[src/rtl/cic_pkg.sv]
// Shared CIC constants (default DW/N/R/M) and the phase-counter width helper,
// used by both the integrator top and the decimating comb top.
package cic_pkg;

   localparam int CIC_DW = 16;
   localparam int CIC_N  = 3;
   localparam int CIC_R  = 8;
   localparam int CIC_M  = 1;

   // Width of a counter that counts 0..r-1; never narrower than one bit.
   function automatic int cic_ph_width(input int r);
      return (r > 2) ? $clog2(r) : 1;
   endfunction

endpackage

[src/rtl/cic_comb.sv]
// One registered comb stage y = x - x[z^-M], wrapping modulo 2^DW; latency 1 clk.
// Never stalls: the valid token follows its data and the delay line advances only on a token.
module cic_comb
   import cic_pkg::*;
#(
   parameter int DW = CIC_DW,
   parameter int M  = CIC_M
) (
   input  logic          clk,
   input  logic          reset,
   input  logic          in_valid,
   input  logic [DW-1:0] in_data,
   output logic          out_valid,
   output logic [DW-1:0] out_data
);

   logic [M-1:0][DW-1:0] dly;

   always_ff @(posedge clk) begin
      if (reset) begin
         dly       <= '0;
         out_data  <= '0;
         out_valid <= 1'b0;
      end else begin
         out_valid <= in_valid;
         if (in_valid) begin
            // No growth and no saturation: wrapping is what makes the CIC cancel correctly.
            out_data <= in_data - dly[M-1];
            dly[0]   <= in_data;
            for (int i = 1; i < M; i++) begin
               dly[i] <= dly[i-1];
            end
         end
      end
   end

endmodule

[src/rtl/cic_decim_comb.sv]
// CIC decimator + N comb stages; dout_valid rises N+1 clk after the decimating ce edge.
// Never stalls: a new result overwrites an unconsumed dout (sticky overrun with CIC_COMB_OVERRUN_EN).
module cic_decim_comb
   import cic_pkg::*;
#(
   parameter int DW = CIC_DW,
   parameter int N  = CIC_N,
   parameter int R  = CIC_R,
   parameter int M  = CIC_M
) (
   input  logic          clk,
   input  logic          reset,
   input  logic          ce,
   input  logic [DW-1:0] din,
   output logic [DW-1:0] dout,
   output logic          dout_valid,
   input  logic          dout_ready
`ifdef CIC_COMB_OVERRUN_EN
   ,
   output logic          overrun
`endif
);

   localparam int            PW      = cic_ph_width(R);
   localparam logic [PW-1:0] PH_LAST = PW'(R - 1);

   logic [PW-1:0] ph;
   logic          cap_valid;
   logic [DW-1:0] cap_data;

   logic          stg_valid [0:N];
   logic [DW-1:0] stg_data  [0:N];

   logic          tok;
   logic          take;

   // Phase counter and decimation capture; only ce moves the phase.
   always_ff @(posedge clk) begin
      if (reset) begin
         ph        <= '0;
         cap_valid <= 1'b0;
         cap_data  <= '0;
      end else begin
         cap_valid <= 1'b0;
         if (ce) begin
            if (ph == PH_LAST) begin
               ph        <= '0;
               cap_valid <= 1'b1;
               cap_data  <= din;
            end else begin
               ph <= ph + 1'b1;
            end
         end
      end
   end

   assign stg_valid[0] = cap_valid;
   assign stg_data[0]  = cap_data;

   for (genvar k = 0; k < N; k++) begin : g_comb
      cic_comb #(
         .DW (DW),
         .M  (M)
      ) u_comb (
         .clk       (clk),
         .reset     (reset),
         .in_valid  (stg_valid[k]),
         .in_data   (stg_data[k]),
         .out_valid (stg_valid[k+1]),
         .out_data  (stg_data[k+1])
      );
   end

   assign tok  = stg_valid[N];
   assign take = dout_valid && dout_ready;

   // A new token always wins; a handshake only empties the register when nothing new arrives.
   always_ff @(posedge clk) begin
      if (reset) begin
         dout       <= '0;
         dout_valid <= 1'b0;
      end else if (tok) begin
         dout       <= stg_data[N];
         dout_valid <= 1'b1;
      end else if (take) begin
         dout_valid <= 1'b0;
      end
   end

`ifdef CIC_COMB_OVERRUN_EN
   always_ff @(posedge clk) begin
      if (reset) begin
         overrun <= 1'b0;
      end else if (tok && dout_valid && !dout_ready) begin
         overrun <= 1'b1;
      end
   end
`endif

endmodule

[config.mk]
export PLATFORM = sky130hd
export DESIGN_NAME = cic_decim_comb
export DESIGN_NICKNAME = d
export VERILOG_FILES = /design/src/rtl/cic_pkg.sv /design/src/rtl/cic_comb.sv /design/src/rtl/cic_decim_comb.sv
export SDC_FILE = /design/constraint.sdc
export NUM_CORES = 1
export LEC_CHECK = 0
export ABC_AREA = 1
export CAP_MARGIN = 25
export CELL_PAD_IN_SITES_DETAIL_PLACEMENT = 1
export CELL_PAD_IN_SITES_GLOBAL_PLACEMENT = 1
export CORE_AREA = 2 2 159 130
export DETAILED_ROUTE_END_ITERATION = 6
export DIE_AREA = 0 0 161 132
export GPL_ROUTABILITY_DRIVEN = 0
export PLACE_DENSITY = 0.84
export SYNTH_ARGS = -nofsm -noshare
export SYNTH_HDL_FRONTEND = slang
export SYNTH_SLANG_ARGS = --single-unit
[constraint.sdc]
create_clock -name clk -period 2.1 [get_ports clk]
set_input_delay 0.525 -clock clk [delete_from_list [all_inputs] [get_ports clk]]
set_output_delay 0.525 -clock clk [all_outputs]
set_load 0.05 [all_outputs]
Yosys cells after proc, flatten, opt, wreduce, memory -nomap -nowiden --
Index checks and enable logic that the tools add are counted.
Cells by class: bitwise logic cells 1, equal/unequal tests 1, add/sub/neg operators 4, reduce and logical (&&, ||, !) cells 4, muxes and demuxes 4
Operators by type and width (count):
- $sub A16 B16 Y16 | 3
- $add A3 B1 Y3 const B | 1
- $eq A3 B3 Y1 const B | 1
- $mux W1 | 3
- $mux W3 | 1
- $reduce_and A2 Y1 | 1
- $reduce_bool A2 Y1 | 1
- $reduce_or A2 Y1 | 1
- $logic_and A1 B1 Y1 | 1
- $not A1 Y1 | 1
Word-level totals: output and inout bits 17, input port bits 20, word-level logic and storage cells 28, register bits after elaboration 136

Logic depth before layout (Yosys ltp) --
Gate-level depths: netlist (run 1).
depth after elaboration 3, gate-level depth with buffers 14, mapped depth without buffers 14

By module --
A second synthesis (run 1) with hierarchy kept.
Second synthesis, totals: cell total of the unflattened synthesis 1185, area, all modules 7957.6 sq um
Modules (own cells, without submodules):
- cic_comb at g_comb[0].u_comb ... | area each 2200.9 sq um, instances 2, cells each 341, seq. area each 660.6 sq um
- cic_comb at g_comb[2].u_comb | area each 2167.1 sq um, instances 1, cells each 336, seq. area each 660.6 sq um
- cic_decim_comb | area each 1388.8 sq um, instances 1, cells each 167, seq. area each 740.7 sq um

Worst setup path before layout (run 1) --
Ideal clock, no wire load.
path kind reg-to-reg, start point reg g_comb[0].u_comb.out_data[0], end point reg g_comb[1].u_comb.out_data[8], required time 2.044 ns, setup time 0.056 ns, stages on the path, launching flop included 12, clock period less this slack 1.667 ns, path buffers 0, path slack 0.433 ns, arrival 1.611 ns, cells stage by stage dfxtp_1 -> inv_1 -> ha_1 -> fa_1 -> inv_1 -> nand3_1 -> nand3_1 -> a21oi_1 -> or2_1 -> nand3_1 -> nand2_1 -> inv_1
Between the ends: longest elaborated chain between the ends 1
RTL lines:
- start, declared | line cic_comb.sv:14 | output logic [DW-1:0] out_data
- start signal, assigned | line cic_comb.sv:28 | out_data <= in_data - dly[M-1];
- $sub A16 B16 Y16 | line cic_comb.sv:28
- end signal, assigned | line cic_comb.sv:28
- end, declared | line cic_comb.sv:14
Every way passes these cells. A chain may end at the register's enable or synchronous reset.

Worst setup path after layout (run 1) --
start point reg g_comb[1].u_comb.out_data[0], end point reg g_comb[2].u_comb.out_data[8]
Between the ends: longest elaborated chain between the ends 1
RTL lines (line):
- $sub A16 B16 Y16 | cic_comb.sv:28
- end signal, assigned | cic_comb.sv:28
- end, declared | cic_comb.sv:14
Every way passes these cells.

==> results of run 1 <==
## routing by layer
layer / vias up / track usage [%] / routed length [um]
li1: 3674 / - / -
met1: 3467 / 29.36 / 10770
met2: 93 / 34.41 / 10000
met3: 12 / 3.806 / 668
met4: 0 / 5.208 / 165
met5: - / 0 / 0
## cells by family after synthesis
| logic type | synth area share (%) |
|---|---|
| adder cells (fa/ha/maj) | 8.387 |
| AO/OA/AOI/OAI | 14.48 |
| buffers and inverters | 14.54 |
| XOR/XNOR | 1.927 |
| AND/OR/NAND/NOR | 25.44 |
| flip-flops | 35.23 |
## final timing paths
path                                                    from                            to  slack [ps]  depth (start not counted)
worst min-delay path                g_comb[2].u_comb.dly[13]      g_comb[2].u_comb.dly[13]         460                          2
worst min register to register      g_comb[2].u_comb.dly[13]      g_comb[2].u_comb.dly[13]         460                          2
worst max-delay path            g_comb[1].u_comb.out_data[0]  g_comb[2].u_comb.out_data[8]         200                         11
worst max register to register  g_comb[1].u_comb.out_data[0]  g_comb[2].u_comb.out_data[8]         200                         11
## where the power goes
group	switching, W	internal (W)
logic	0.000155	0.000103
registers	0.00000697	0.00259
clock network	0.00133	0.00169
## what timing repair did
action | 4_1_cts | 5_1_grt
endpoints found under the setup margin | 13 | 3
resized for setup | 13 | 3
pin swaps | 0 | 0
## flip-flops by register name, indices dropped and copies added, names as in the netlist
| name | cells |
|---|---|
| g_comb.u_comb.dly | 48 |
| g_comb.u_comb.out_data | 48 |
| cap_data | 16 |
| dout | 16 |
| g_comb.u_comb.out_valid | 3 |
| ph | 3 |
| cap_valid | 1 |
| dout_valid | 1 |
## Yosys cell counts (5+ instances only)
library cell,number,share of area [%]
a21oi_1,103,6.7
buf_2,9,0.58
clkbuf_1,20,0.97
dfxtp_1,136,35
ha_1,47,7.6
inv_1,232,11
inv_2,17,0.83
nand2_1,253,12
nand2_2,17,1.4
nand3_1,57,3.7
nand3_2,7,0.91
nand4_1,7,0.57
nor2_1,100,4.9
nor3_2,6,0.78
o211ai_1,5,0.49
o21ai_0,96,6.2
o21ai_1,10,0.65
xnor2_1,5,0.57
xor2_1,12,1.4
## worst reg2reg max path, delay by kind of cell, from the launching register on
kind,cells,cell delay (ps)
adder cells (fa/ha/maj),2,660
AND/OR/NAND/NOR,5,570
flip-flops,1,330
buffers and inverters,3,200
AO/OA/AOI/OAI,1,100
## layout make-up
cell class                      count  area [sq um]
Tap cell                          264         330.3
Clock buffer                       18         429.2
Fill cell                        2599         10610
Sequential cell                   136          2723
Timing Repair Buffer               50         499.2
Inverter                          250         938.4
Clock inverter                     14         157.7
Multi-Input combinational cell    743          3886
## stage by stage
step | worst slack (ps) | utilization [%] | instance area [sq um] | std cells | total power [W]
after global routing | 60.06 | 45.81 | 8964 | 1475 | 0.006062
after global placement | 240.6 | 42.84 | 8383 | 1443 | 0.002898
after floorplan | 432.8 | - | 7727 | 1166 | 0.002811
after detailed placement | 170.4 | 42.84 | 8383 | 1443 | 0.002910
after CTS | 0.9954 | 45.75 | 8954 | 1475 | 0.005911
final | 199.4 | 45.81 | 8964 | 1475 | 0.005871
==> qor.txt, run 1 <==
most used cell, CP: inv_1
dpl hpwl: 15900 um
Max Cap Violations: 0
antenna diode count: 0
RSZ-0062 raised after global routing: false
clock tree skew after final layout: 9.473 ps
vias in the first global route: 7475
port bufs: 36
first-pass GRT wire length: 36920 um
Clock transition at path regs: 60 ps
Seq cells post-synth: 136
CORE AREA: 19570 sq um
sequential share of the synthesized area: 35.23%
Leak: 4.437 nW
antenna-violating nets left: 0
die area: 21250 sq um
most common cell after layout, fill and taps aside: nand2_1
arrival time worst endpoint: 2280 ps
cell area after synthesis: 7727 sq um
clock buffer count from CTS: 17
fin crit period: 1901 ps
Post-Syn Instances: 1166
clock root cell: clkbuf_16
commonest non-fill, non-tap cells in the layout: nand2_1, inv_1, dfxtp_1, a21oi_1, nor2_1
nets@finish: 1268
DRC: 0
TritonCTS clock tree: done
largest net degree at the start of global routing: 44
f_max: 526.1 MHz
post-synthesis cell type count: 31
area grow syn2layout: 16.00%
die height: 132 um
Top FF cell, synth: dfxtp_1
Setup Fix Bufs, Post-CTS: 0
GRT Residual Overflow: 0
Max Slew Vio Count: 0
wire per inst: 14.65 um
Slew headroom: 51.55%
Worst Hold Margin: 461.1 ps
EDFF count, synth: 0
Worst VDD drop: 508.4 uV
Hold Vio Cnt, Final: 0
Post-Syn Area per Cell: 6.627 sq um
Initial Util: 39.49%
Slew @ Worst Pin: 726.0 ps
starting DRC count in detailed routing: 365
Post-Route WL: 21610 um
CP Cell Sequence: inv_1, ha_1, fa_1, inv_1, nand3_1, nand3_2, a21oi_1, or2_0, nand3_1, nand2_1, inv_1
vias: 7246
clk_lat worst skew: 430 ps
Setup TNS: 0 ps
Setup-failing EPs final: 0
CP Capture Type: flop
initial antenna violation count: 0
share of cells above drive strength 1: 8.505%
pwr/cell area: 655.0 nW/um^2
CP startpoint kind: flop
status: complete, no violations
Sink Count: 136
Std-Cell Rows: 46
Worst Hold Class: reg2reg
CP max FO: 3
Post-Syn Nets: 1236
CP peak stage delay: 430 ps
I/O Pins: 37
ys async rst share: 0%
delay-heaviest family, CP: adder cells
Clock Path Buffers: 2
First-pass DRT Iterations: 5
yosys warns: 0
vias per cell: 4.913
Critical Path RT: 2480 ps
GRT Total Usage: 21.24%
Horiz. Die Dim: 161 um
H-tree levels: 4
period utilization: 90.51%
CP Buf/Inv Count: 3
CP Class: reg2reg
hold buffer count at CTS: 0
CP max stage cell: fa_1
(Power assumes the default switching activity.)
==> run 2, diff against run 1 <==
- CTS_CLUSTER_SIZE: default -> 40
- SLEW_MARGIN: default -> 30
==> results of run 2 <==
Same layout as run 1: the final DEF is identical, and so are final timing and power.
